[src/rtl/mem_lsu_pkg.sv]
// Shared encodings for the load/store unit: funct3 access sizes, FSM states
// and the load-data extension helper.
package mem_lsu_pkg;

    localparam logic [2:0] LSU_B  = 3'b000;
    localparam logic [2:0] LSU_H  = 3'b001;
    localparam logic [2:0] LSU_W  = 3'b010;
    localparam logic [2:0] LSU_BU = 3'b100;
    localparam logic [2:0] LSU_HU = 3'b101;

    typedef enum logic [1:0] {
        ST_IDLE = 2'b00,
        ST_WAIT = 2'b01,
        ST_DONE = 2'b10
    } lsu_state_e;

    // Extend a byte (half=0) or halfword (half=1) to 32 bits, signed or not.
    function automatic logic [31:0] ext_load(input logic [15:0] v,
                                             input logic        half,
                                             input logic        sgn);
        logic [31:0] r;
        if (half) begin
            r = sgn ? {{16{v[15]}}, v} : {16'h0000, v};
        end else begin
            r = sgn ? {{24{v[7]}}, v[7:0]} : {24'h000000, v[7:0]};
        end
        return r;
    endfunction

endpackage

[src/rtl/mem_lsu_if.sv]
// Request/acknowledge data bus between the LSU (master) and memory (slave).
interface mem_lsu_if #(
    parameter int ADDR_W = 32
) ();
    logic              bus_req_o;
    logic              bus_we_o;
    logic [ADDR_W-1:0] bus_addr_o;
    logic [3:0]        bus_be_o;
    logic [31:0]       bus_wdata_o;
    logic              bus_ack_i;
    logic [31:0]       bus_rdata_i;

    modport master (
        output bus_req_o, bus_we_o, bus_addr_o, bus_be_o, bus_wdata_o,
        input  bus_ack_i, bus_rdata_i
    );

    modport slave (
        input  bus_req_o, bus_we_o, bus_addr_o, bus_be_o, bus_wdata_o,
        output bus_ack_i, bus_rdata_i
    );
endinterface

[src/rtl/mem_lsu_align.sv]
// Lane steering for the LSU: byte enables, store lane replication,
// load byte/half selection with extension, and alignment checking.
module mem_lsu_align
    import mem_lsu_pkg::*;
(
    input  logic [2:0]  op,
    input  logic [1:0]  addr_lo,
    input  logic [31:0] sdata,
    input  logic [31:0] rdata,
    output logic [3:0]  be,
    output logic [31:0] wdata,
    output logic [31:0] ldata,
    output logic        misalign
);

    logic [7:0]  byte_s;
    logic [15:0] half_s;

    assign byte_s = rdata[{addr_lo, 3'b000} +: 8];
    assign half_s = addr_lo[1] ? rdata[31:16] : rdata[15:0];

    // Decode the access size into lanes, extended load data and alignment.
    always_comb begin
        be       = 4'b0000;
        wdata    = 32'h0000_0000;
        ldata    = 32'h0000_0000;
        misalign = 1'b0;
        case (op)
            LSU_B, LSU_BU: begin
                be    = 4'b0001 << addr_lo;
                wdata = {4{sdata[7:0]}};
                ldata = ext_load({8'h00, byte_s}, 1'b0, (op == LSU_B));
            end
            LSU_H, LSU_HU: begin
                misalign = addr_lo[0];
                be       = addr_lo[1] ? 4'b1100 : 4'b0011;
                wdata    = {2{sdata[15:0]}};
                ldata    = ext_load(half_s, 1'b1, (op == LSU_H));
            end
            LSU_W: begin
                misalign = (addr_lo != 2'b00);
                be       = 4'b1111;
                wdata    = sdata;
                ldata    = rdata;
            end
            default: begin
                // Unknown funct3 is rejected the same way as a misaligned access.
                misalign = 1'b1;
            end
        endcase
    end

endmodule

[src/rtl/mem_lsu.sv]
// Multi-cycle memory stage: issues one bus access per load/store, stalls the
// pipeline until ack or timeout, then presents the write-back result.
module mem_lsu
    import mem_lsu_pkg::*;
#(
    parameter int ADDR_W     = 32,
    parameter int REG_ADDR_W = 5,
    parameter int TIMEOUT    = 16
) (
    input  logic                  clk,
    input  logic                  rst,
    input  logic [REG_ADDR_W-1:0] wd_i,
    input  logic                  wreg_i,
    input  logic [31:0]           wdata_i,
    input  logic                  mem_ce_i,
    input  logic                  mem_we_i,
    input  logic [2:0]            mem_op_i,
    input  logic [ADDR_W-1:0]     mem_addr_i,
    input  logic [31:0]           mem_sdata_i,
    input  logic                  stall_i,
    mem_lsu_if.master             bus,
    output logic [REG_ADDR_W-1:0] wd_o,
    output logic                  wreg_o,
    output logic [31:0]           wdata_o,
    output logic                  stallreq,
    output logic                  misalign_o,
    output logic                  bus_err_o
);

    localparam int CNT_W = (TIMEOUT > 1) ? $clog2(TIMEOUT) : 1;
    localparam logic [CNT_W-1:0] CNT_LAST = CNT_W'((TIMEOUT > 0) ? (TIMEOUT - 1) : 0);

    lsu_state_e        state_r, state_nxt_s;
    logic [CNT_W-1:0]  cnt_r, cnt_nxt_s;
    logic [31:0]       rdata_r, rdata_nxt_s;
    logic              err_r, err_nxt_s;
    logic              req_r, req_nxt_s;

    logic [3:0]        be_s;
    logic [31:0]       lane_wdata_s;
    logic [31:0]       ldata_s;
    logic              mis_s;

    // Loads extend the captured word, so alignment always sees rdata_r.
    mem_lsu_align u_align (
        .op       (mem_op_i),
        .addr_lo  (mem_addr_i[1:0]),
        .sdata    (mem_sdata_i),
        .rdata    (rdata_r),
        .be       (be_s),
        .wdata    (lane_wdata_s),
        .ldata    (ldata_s),
        .misalign (mis_s)
    );

    // State, counter, capture, error and request registers.
    always_ff @(posedge clk) begin
        if (rst) begin
            state_r <= ST_IDLE;
            cnt_r   <= '0;
            rdata_r <= 32'h0000_0000;
            err_r   <= 1'b0;
            req_r   <= 1'b0;
        end else begin
            state_r <= state_nxt_s;
            cnt_r   <= cnt_nxt_s;
            rdata_r <= rdata_nxt_s;
            err_r   <= err_nxt_s;
            req_r   <= req_nxt_s;
        end
    end

    // Next-state logic: launch, wait for ack or timeout, then hand off.
    always_comb begin
        state_nxt_s = state_r;
        cnt_nxt_s   = cnt_r;
        rdata_nxt_s = rdata_r;
        err_nxt_s   = err_r;
        req_nxt_s   = req_r;
        case (state_r)
            ST_IDLE: begin
                cnt_nxt_s = '0;
                err_nxt_s = 1'b0;
                if (mem_ce_i && !mis_s) begin
                    state_nxt_s = ST_WAIT;
                    req_nxt_s   = 1'b1;
                end else begin
                    req_nxt_s   = 1'b0;
                end
            end
            ST_WAIT: begin
                cnt_nxt_s = cnt_r + CNT_W'(1);
                if (bus.bus_ack_i) begin
                    // Ack has priority over a timeout landing in the same cycle.
                    rdata_nxt_s = bus.bus_rdata_i;
                    req_nxt_s   = 1'b0;
                    state_nxt_s = ST_DONE;
                end else if ((TIMEOUT != 0) && (cnt_r == CNT_LAST)) begin
                    err_nxt_s   = 1'b1;
                    req_nxt_s   = 1'b0;
                    state_nxt_s = ST_DONE;
                end else begin
                    req_nxt_s   = 1'b1;
                end
            end
            ST_DONE: begin
                req_nxt_s = 1'b0;
                if (!stall_i) begin
                    state_nxt_s = ST_IDLE;
                    cnt_nxt_s   = '0;
                    err_nxt_s   = 1'b0;
                end else begin
                    state_nxt_s = ST_DONE;
                end
            end
            default: begin
                state_nxt_s = ST_IDLE;
                cnt_nxt_s   = '0;
                err_nxt_s   = 1'b0;
                req_nxt_s   = 1'b0;
            end
        endcase
    end

    // Pipeline-facing outputs; everything reads zero while reset is held.
    always_comb begin
        wd_o       = '0;
        wreg_o     = 1'b0;
        wdata_o    = 32'h0000_0000;
        stallreq   = 1'b0;
        misalign_o = 1'b0;
        bus_err_o  = 1'b0;
        if (rst) begin
            wreg_o = 1'b0;
        end else begin
            case (state_r)
                ST_IDLE: begin
                    wd_o    = wd_i;
                    wdata_o = wdata_i;
                    if (!mem_ce_i) begin
                        wreg_o = wreg_i;
                    end else if (mis_s) begin
                        misalign_o = 1'b1;
                    end else begin
                        stallreq = 1'b1;
                    end
                end
                ST_WAIT: begin
                    wd_o     = wd_i;
                    wdata_o  = wdata_i;
                    stallreq = 1'b1;
                end
                ST_DONE: begin
                    wd_o = wd_i;
                    if (err_r) begin
                        bus_err_o = 1'b1;
                        wdata_o   = wdata_i;
                    end else if (mem_we_i) begin
                        wdata_o   = wdata_i;
                    end else begin
                        wreg_o  = wreg_i;
                        wdata_o = ldata_s;
                    end
                end
                default: begin
                    wd_o = '0;
                end
            endcase
        end
    end

    // Bus drive: fields are only non-zero while a request is outstanding.
    always_comb begin
        bus.bus_req_o   = 1'b0;
        bus.bus_we_o    = 1'b0;
        bus.bus_addr_o  = '0;
        bus.bus_be_o    = 4'b0000;
        bus.bus_wdata_o = 32'h0000_0000;
        if (!rst && req_r) begin
            bus.bus_req_o   = 1'b1;
            bus.bus_we_o    = mem_we_i;
            bus.bus_addr_o  = {mem_addr_i[ADDR_W-1:2], 2'b00};
            bus.bus_be_o    = be_s;
            bus.bus_wdata_o = lane_wdata_s;
        end else begin
            bus.bus_req_o   = 1'b0;
        end
    end

endmodule

[src/flat_wrapper.sv]
// flat-port wrapper written by rule: the top's interface ports become plain ports
module mem_lsu_flat import mem_lsu_pkg::*;
#(
    parameter int ADDR_W     = 32,
    parameter int REG_ADDR_W = 5,
    parameter int TIMEOUT    = 16
)
  (clk, rst, wd_i, wreg_i, wdata_i, mem_ce_i, mem_we_i, mem_op_i, mem_addr_i, mem_sdata_i, stall_i, wd_o, wreg_o, wdata_o, stallreq, misalign_o, bus_err_o, bus_bus_req_o, bus_bus_we_o, bus_bus_addr_o, bus_bus_be_o, bus_bus_wdata_o, bus_bus_ack_i, bus_bus_rdata_i);
  mem_lsu_if #(.ADDR_W(ADDR_W)) bus_i ();
  input  logic clk;
  input  logic rst;
  input  logic [REG_ADDR_W-1:0] wd_i;
  input  logic wreg_i;
  input  logic [31:0] wdata_i;
  input  logic mem_ce_i;
  input  logic mem_we_i;
  input  logic [2:0] mem_op_i;
  input  logic [ADDR_W-1:0] mem_addr_i;
  input  logic [31:0] mem_sdata_i;
  input  logic stall_i;
  output logic [REG_ADDR_W-1:0] wd_o;
  output logic wreg_o;
  output logic [31:0] wdata_o;
  output logic stallreq;
  output logic misalign_o;
  output logic bus_err_o;
  output wire logic [$bits(bus_i.bus_req_o)-1:0] bus_bus_req_o;
  output wire logic [$bits(bus_i.bus_we_o)-1:0] bus_bus_we_o;
  output wire logic [$bits(bus_i.bus_addr_o)-1:0] bus_bus_addr_o;
  output wire logic [$bits(bus_i.bus_be_o)-1:0] bus_bus_be_o;
  output wire logic [$bits(bus_i.bus_wdata_o)-1:0] bus_bus_wdata_o;
  input wire logic [$bits(bus_i.bus_ack_i)-1:0] bus_bus_ack_i;
  input wire logic [$bits(bus_i.bus_rdata_i)-1:0] bus_bus_rdata_i;
  assign bus_bus_req_o = bus_i.bus_req_o;
  assign bus_bus_we_o = bus_i.bus_we_o;
  assign bus_bus_addr_o = bus_i.bus_addr_o;
  assign bus_bus_be_o = bus_i.bus_be_o;
  assign bus_bus_wdata_o = bus_i.bus_wdata_o;
  assign bus_i.bus_ack_i = bus_bus_ack_i;
  assign bus_i.bus_rdata_i = bus_bus_rdata_i;
  mem_lsu #(.ADDR_W(ADDR_W), .REG_ADDR_W(REG_ADDR_W), .TIMEOUT(TIMEOUT)) u_core (.clk(clk), .rst(rst), .wd_i(wd_i), .wreg_i(wreg_i), .wdata_i(wdata_i), .mem_ce_i(mem_ce_i), .mem_we_i(mem_we_i), .mem_op_i(mem_op_i), .mem_addr_i(mem_addr_i), .mem_sdata_i(mem_sdata_i), .stall_i(stall_i), .bus(bus_i), .wd_o(wd_o), .wreg_o(wreg_o), .wdata_o(wdata_o), .stallreq(stallreq), .misalign_o(misalign_o), .bus_err_o(bus_err_o));
endmodule
[config.mk]
export PLATFORM = sky130hd
export DESIGN_NAME = mem_lsu_flat
export DESIGN_NICKNAME = d
export VERILOG_FILES = /design/src/rtl/mem_lsu_pkg.sv /design/src/rtl/mem_lsu_if.sv /design/src/rtl/mem_lsu_align.sv /design/src/rtl/mem_lsu.sv /design/src/flat_wrapper.sv
export SDC_FILE = /design/constraint.sdc
export NUM_CORES = 1
export LEC_CHECK = 0
export BUFFER_PORTS_ARGS = -buffer_cell sky130_fd_sc_hd__buf_4
export CAP_MARGIN = 5
export CORE_AREA = 2 2 98 100
export CTS_BUF_LIST = sky130_fd_sc_hd__clkbuf_4
export DETAILED_ROUTE_END_ITERATION = 10
export DIE_AREA = 0 0 100 102
export PLACE_DENSITY = 0.78
export SYNTH_ARGS = -nofsm -noshare
export SYNTH_HDL_FRONTEND = slang
export SYNTH_HIERARCHICAL = 1
export SYNTH_SLANG_ARGS = --single-unit
[constraint.sdc]
create_clock -name clk -period 1.79 [get_ports clk]
set_input_delay 0.0895 -clock clk [delete_from_list [all_inputs] [get_ports clk]]
set_output_delay 0.0895 -clock clk [all_outputs]
set_load 0.01 [all_outputs]
Yosys cells after proc, flatten, opt, wreduce, memory -nomap -nowiden

Cells that the tools add are included.

Bits of input ports: 143
Word-level logic and storage cells: 84
Output and inout bits: 111
Flip-flop bits (word level): 40

Mux-type cells: 50
$add $sub $neg: 1
Eq/ne operators: 12
Shift-type cells: 2
Reduce and logical (&&, ||, !) cells: 14

Operators with widths:

| cell                                                              | count |
|---|---|
| 32-bit two-way mux                                                | 7 |
| 32-bit case mux with 3 select lines                               | 2 |
| 32-bit case mux with 2 select lines                               | 1 |
| 32-bit by 6-bit indexed part select with 8-bit output             | 1 |
| 1-bit two-way mux                                                 | 22 |
| 16-bit two-way mux                                                | 1 |
| 4-bit two-way mux                                                 | 3 |
| 4-bit case mux with 3 select lines                                | 1 |
| 5-bit two-way mux                                                 | 2 |
| 2-bit two-way mux                                                 | 4 |
| 1-bit case mux with 2 select lines                                | 4 |
| 4-bit case mux with 2 select lines                                | 1 |
| 3-bit == test, second input constant                              | 2 |
| 2-bit case mux with 3 select lines                                | 1 |
| 2-bit OR reduction                                                | 3 |
| 4-bit by 1-bit adder with 4-bit output, second input constant     | 1 |
| 4-bit == test, second input constant                              | 1 |
| 2-bit by 1-bit != test with 1-bit output, second input constant   | 2 |
| 2-bit != test, second input constant                              | 2 |
| 2-bit AND reduction                                               | 2 |
| 1-bit by 2-bit << shifter with 4-bit output, first input constant | 1 |
| 3-bit by 1-bit == test with 1-bit output, second input constant   | 1 |
| 3-bit by 2-bit == test with 1-bit output, second input constant   | 1 |
| 3-bit zero test                                                   | 1 |
| 10 further kinds                                                  | 12 |

Logic depth before layout (Yosys ltp)

Depth after elaboration: 7
Gate-level depth with buffers: 7
Gate-level depth less buffers: 5

Cells and area by module

Netlist, hierarchy kept.

Modules (own cells, without submodules):

| module        | cells an instance | area an instance (sq um) | sequential area each (sq um) | times used |
|---|---|---|---|---|
| mem_lsu       | 317               | 2449.8                   | 800.8                        | 1 |
| mem_lsu_align | 188               | 1292.5                   | 0.0                          | 1 |

Worst setup path after synthesis

Ideal clock, no wire load.

Kind: input to register
Start point: in mem_op_i[0]
End point: reg u_core.req_r
Buffers on the path: 2
Setup time: 70 ps
Cell stages on the path: 6
Setup slack: 382 ps
Data required time: 1720 ps
Arrival: 1337 ps
Cells stage by stage: buf_6 -> nor2_2 -> buf_2 -> a21oi_1 -> or4b_4 -> a21oi_1

Longest elaborated chain between the ends: 7
Elaborated cells on any way between the ends: 12
Those cells by class: eq/ne: 4; mux: 3; reduce/logical: 5

Ends and longest elaborated chain:

| what                                                             | line                | source |
|---|---|---|
| start: declaration                                               | flat_wrapper.sv:17  | `input logic [2:0] mem_op_i;` |
| 3-bit by 1-bit == test with 1-bit output (tied with other cells) | mem_lsu_align.sv:28 | `case (op)` |
| 2-bit OR reduction                                               | mem_lsu_align.sv:28 |  |
| 1-bit case mux with 3 select lines (*)                           | mem_lsu_align.sv:28 |  |
| named net u_core.mis_s                                           | mem_lsu.sv:42       | `logic mis_s;` |
| 1-bit zero test (*)                                              | mem_lsu.sv:84       | `if (mem_ce_i && !mis_s) begin` |
| 1-bit logical AND (*)                                            | mem_lsu.sv:84       |  |
| 1-bit two-way mux (*)                                            | mem_lsu.sv:84       |  |
| 1-bit case mux with 2 select lines (*)                           | mem_lsu.sv:80       | `case (state_r)` |
| end signal: assignment                                           | mem_lsu.sv:69       | `req_r <= req_nxt_s;` |
| end: declaration                                                 | mem_lsu.sv:37       | `logic req_r, req_nxt_s;` |

The timed path passes the listed nets; every way through them passes the cells marked *.
A chain may end at the register's enable or synchronous reset.

Final worst setup path

Start point: reg u_core.rdata_r[7]
End point: out wdata_o[10]

Longest elaborated chain between the ends: 7

Ends and longest elaborated chain:

| what                                                  | line                | source |
|---|---|---|
| start: declaration                                    | mem_lsu.sv:35       | `logic [31:0] rdata_r, rdata_nxt_s;` |
| start signal: assignment                              | mem_lsu.sv:67       | `rdata_r <= rdata_nxt_s;` |
| 32-bit by 6-bit indexed part select with 8-bit output | mem_lsu_align.sv:19 | `assign byte_s = rdata[{addr_lo, 3'b000} +: 8];` |
| 32-bit two-way mux                                    | mem_lsu_pkg.sv:25   | `r = sgn ? {{24{v[7]}}, v[7:0]} : {24'h000000, v[7:0]};` |
| 32-bit case mux with 3 select lines                   | mem_lsu_align.sv:28 |  |
| named net u_core.ldata_s[10]                          | mem_lsu.sv:41       | `logic [31:0] ldata_s;` |
| 32-bit two-way mux                                    | mem_lsu.sv:158      | `end else if (mem_we_i) begin` |
| 32-bit two-way mux                                    | mem_lsu.sv:155      | `if (err_r) begin` |
| 32-bit case mux with 2 select lines                   | mem_lsu.sv:136      | `case (state_r)` |
| 32-bit two-way mux                                    | mem_lsu.sv:133      | `if (rst) begin` |
| end: declaration                                      | flat_wrapper.sv:23  | `output logic [31:0] wdata_o;` |

The timed path passes the listed nets, and every way through them passes these cells.

==> qor.csv <==
metric;value;unit
clock period minus worst slack;1.98;ns
max incr delay on CP;0.37;ns
crit start category;flop;
die height;102;um
WS Path Type;reg -> out;
WP data arrival;1.89;ns
Syn. warnings;6;
Power Density;400;nW/um^2
Initial Util;41.1;%
DP Wirelength;11700;um
RR Startpoint;u_core/state_r[0];
Core ar.;9110;um^2
Max Fclk;505;MHz
nets@finish;924;
vias after detailed routing;4910;
Antenna Cells;0;
remaining global-route overflow;0;
Max Cap Viol;0;
largest net degree at the start of global routing;69;
Critical path origin;u_core/rdata_r[7];
post-layout util;69.5;%
share of cells above drive strength 1;44.8;%
final period utilization;111;%
Critical Path RT;1.70;ns
cells after synthesis;505;
initial antenna violation count;0;
Synth area leaders;dfxtp_1 (21%), and2_1 (12%), a22o_1 (7.7%);
vias in the first global route;4650;
Routability Congestion;0.898;
Clock Latency Late Sink;0.36;ns
Final Skew;0.0170;ns
WL/cell;18.7;um
HP Class;in -> reg;
final setup vio count;31;
Area growth syn-to-layout;69.0;%
worst-path cell chain;mux2_2 > a2bb2oi_4 > buf_12 > o21ai_0 > a22o_1 > buf_4;
Max clock buf depth;2;
Syn Area/Cell;7.41;um^2
final-report max-slew violation count;0;
Worst Path Buf+Inv;2;
Max FO, Critical Path;24;
LEAKAGE;3.06;nW
global-route wire length before repair;23900;um
final hold violation count;0;
clk slew on worst S/H paths;0.13;ns
highest-delay cell along the critical path;dfxtp_2;
status;finished, violations left;
Yosys top cell area share;21.4;%
hold_sp;stall_i;
Top delay family on crit path;compound AO/OA/AOI/OAI gates;
TritonCTS buffer count;5;
final WL;16700;um
crit end category;output port;
Setup TNS;-3.36;ns
residual DRC count;0;
CTS tree;built;
RSZ-0062 raised after global routing;yes;
# IOs;254;
I/O Buffers;251;
Netlist cell types;54;
failing checks;negative setup slack;
Worst-Margin Slew;0.604;ns
post-route ant nets;0;
synthesized area;3740;um^2
register area share after synthesis;21.4;%
CTS Sinks;40;
synthesis-stage register bit count;40;
Initial DRC Count;337;
Die ar.;10200;um^2
CTS root buffer;clkbuf_4;
Setup WS post-layout;-0.192;ns
DRT Pass-1 Iters;5;
Rows;35;
Vias/cell;5.50;
max_slew headroom;59.7;%
Die X;100;um
H-tree depth;2;
total track usage;29.7;%
Synth area leader;dfxtp_1;
VDD IR max;518;uV
sequential cells by signal (all words and copies together) (netlist names):
register,cells
u_core/rdata_r,32
u_core/err_r,1
u_core/cnt_r,4
u_core/state_r,2
u_core/req_r,1
synth_stat cells, drive strengths merged:
master,n
buf,36
or2,1
nor3,3
nand3,26
a21oi,50
a31oi,1
or4b,1
ha,1
o21ai,21
conb,1
dfxtp,40
o21bai,3
mux2i,11
and3,3
or3,2
o32ai,1
mux2,9
nor2b,9
nand2b,2
a22o,33
a21o,14
o31ai,3
or3b,2
and2b,3
clkbuf,17
xor2,1
and2,72
o211ai,16
nand3b,3
nand2,68
a22oi,9
a221o,7
and3b,2
nor2,19
nand4b,1
inv,9
nor3b,4
a2bb2oi,1
final cells by class:
| class | instances | area (um^2) |
|---|---|---|
| Clock inverter | 3 | 42.5 |
| Multi-Input combinational cell | 405 | 2680 |
| Inverter | 9 | 33.8 |
| Tap cell | 111 | 139 |
| Sequential cell | 40 | 825 |
| Clock buffer | 5 | 37.5 |
| Fill cell | 740 | 2780 |
| Timing Repair Buffer | 319 | 2570 |
routing by layer:
layer	vias to the layer above	share of wire (%)	global-route usage (%)
met1	2252	35	32.0
met3	51	7.4	4.51
met2	274	53	56.7
met5	-	0	0
li1	2333	-	-
met4	0	4.6	14.3
power by group:
part	internal, mW	switching, mW	total [mW]
Clock	0.291	0.327	0.619
Combinational	0.545	0.430	0.974
Sequential	0.916	0.0238	0.940
Total	1.75	0.781	2.53
metrics by stage:
step / hold slack [ns] / power [mW] / cell area [um^2] / cells / worst slack [ns]
after global routing: 0.0217 / 2.63 / 6330 / 892 / -0.229
after global placement: 0.340 / 1.78 / 5600 / 832 / 0.198
after CTS: 0.00963 / 2.49 / 6210 / 888 / -0.158
after detailed placement: 0.347 / 1.80 / 5600 / 832 / 0.143
final: 0.0157 / 2.53 / 6330 / 892 / -0.192
after floorplan: 0.225 / 1.37 / 3750 / 506 / 0.382
cell usage in the layout, fill, tap and decap left out, drive strengths merged, types with 11 or more instances in the layout:
cell type and instances:
mux2i 11, a22o 33, dfxtp 40, o211ai 16, nand2 68, nor2 19, o21ai 21, buf 286
nand3 26, dlygate4sd3 32, a21o 14, and2 72, a21oi 51
cells by family (layout without fill, tap and decap cells):
kind of cell | after synthesis | after routing | synth area share (%)
AO/OA/AOI/OAI | 159 | 160 | 29.6
XOR/XNOR | 1 | 1 | 0.234
adder cells (fa/ha/maj) | 1 | 1 | 0.334
buffers and inverters | 62 | 336 | 10.3
flip-flops | 40 | 40 | 21.4
multiplexers | 20 | 20 | 5.95
other | 1 | 2 | 0.100
AND/OR/NAND/NOR | 221 | 221 | 32.1
final timing paths:
path                            end  slack (ns)  cells after the start
setup / recovery        wdata_o[10]       -0.19                      6
hold / removal      u_core/cnt_r[1]        0.02                      3
setup reg to reg  u_core/rdata_r[4]        0.28                      4
hold reg to reg   u_core/rdata_r[2]        0.48                      2
timing repair:
action                     4_1_cts  5_1_grt
setup endpoints to repair       32       32
cloned                           1        1
hold buffers                    32        0
hold endpoints to repair        32        0
pin swaps                        2        4
buffers inserted                15        3
resized for setup               29       19
worst register-to-register path, stage by stage, from the launching register on:
cell and delay (ns):
dfxtp_2 0.35, buf_6 0.14, and3b_2 0.60, nand2_1 0.18, a21oi_1 0.18
(Power assumes the default switching activity.)
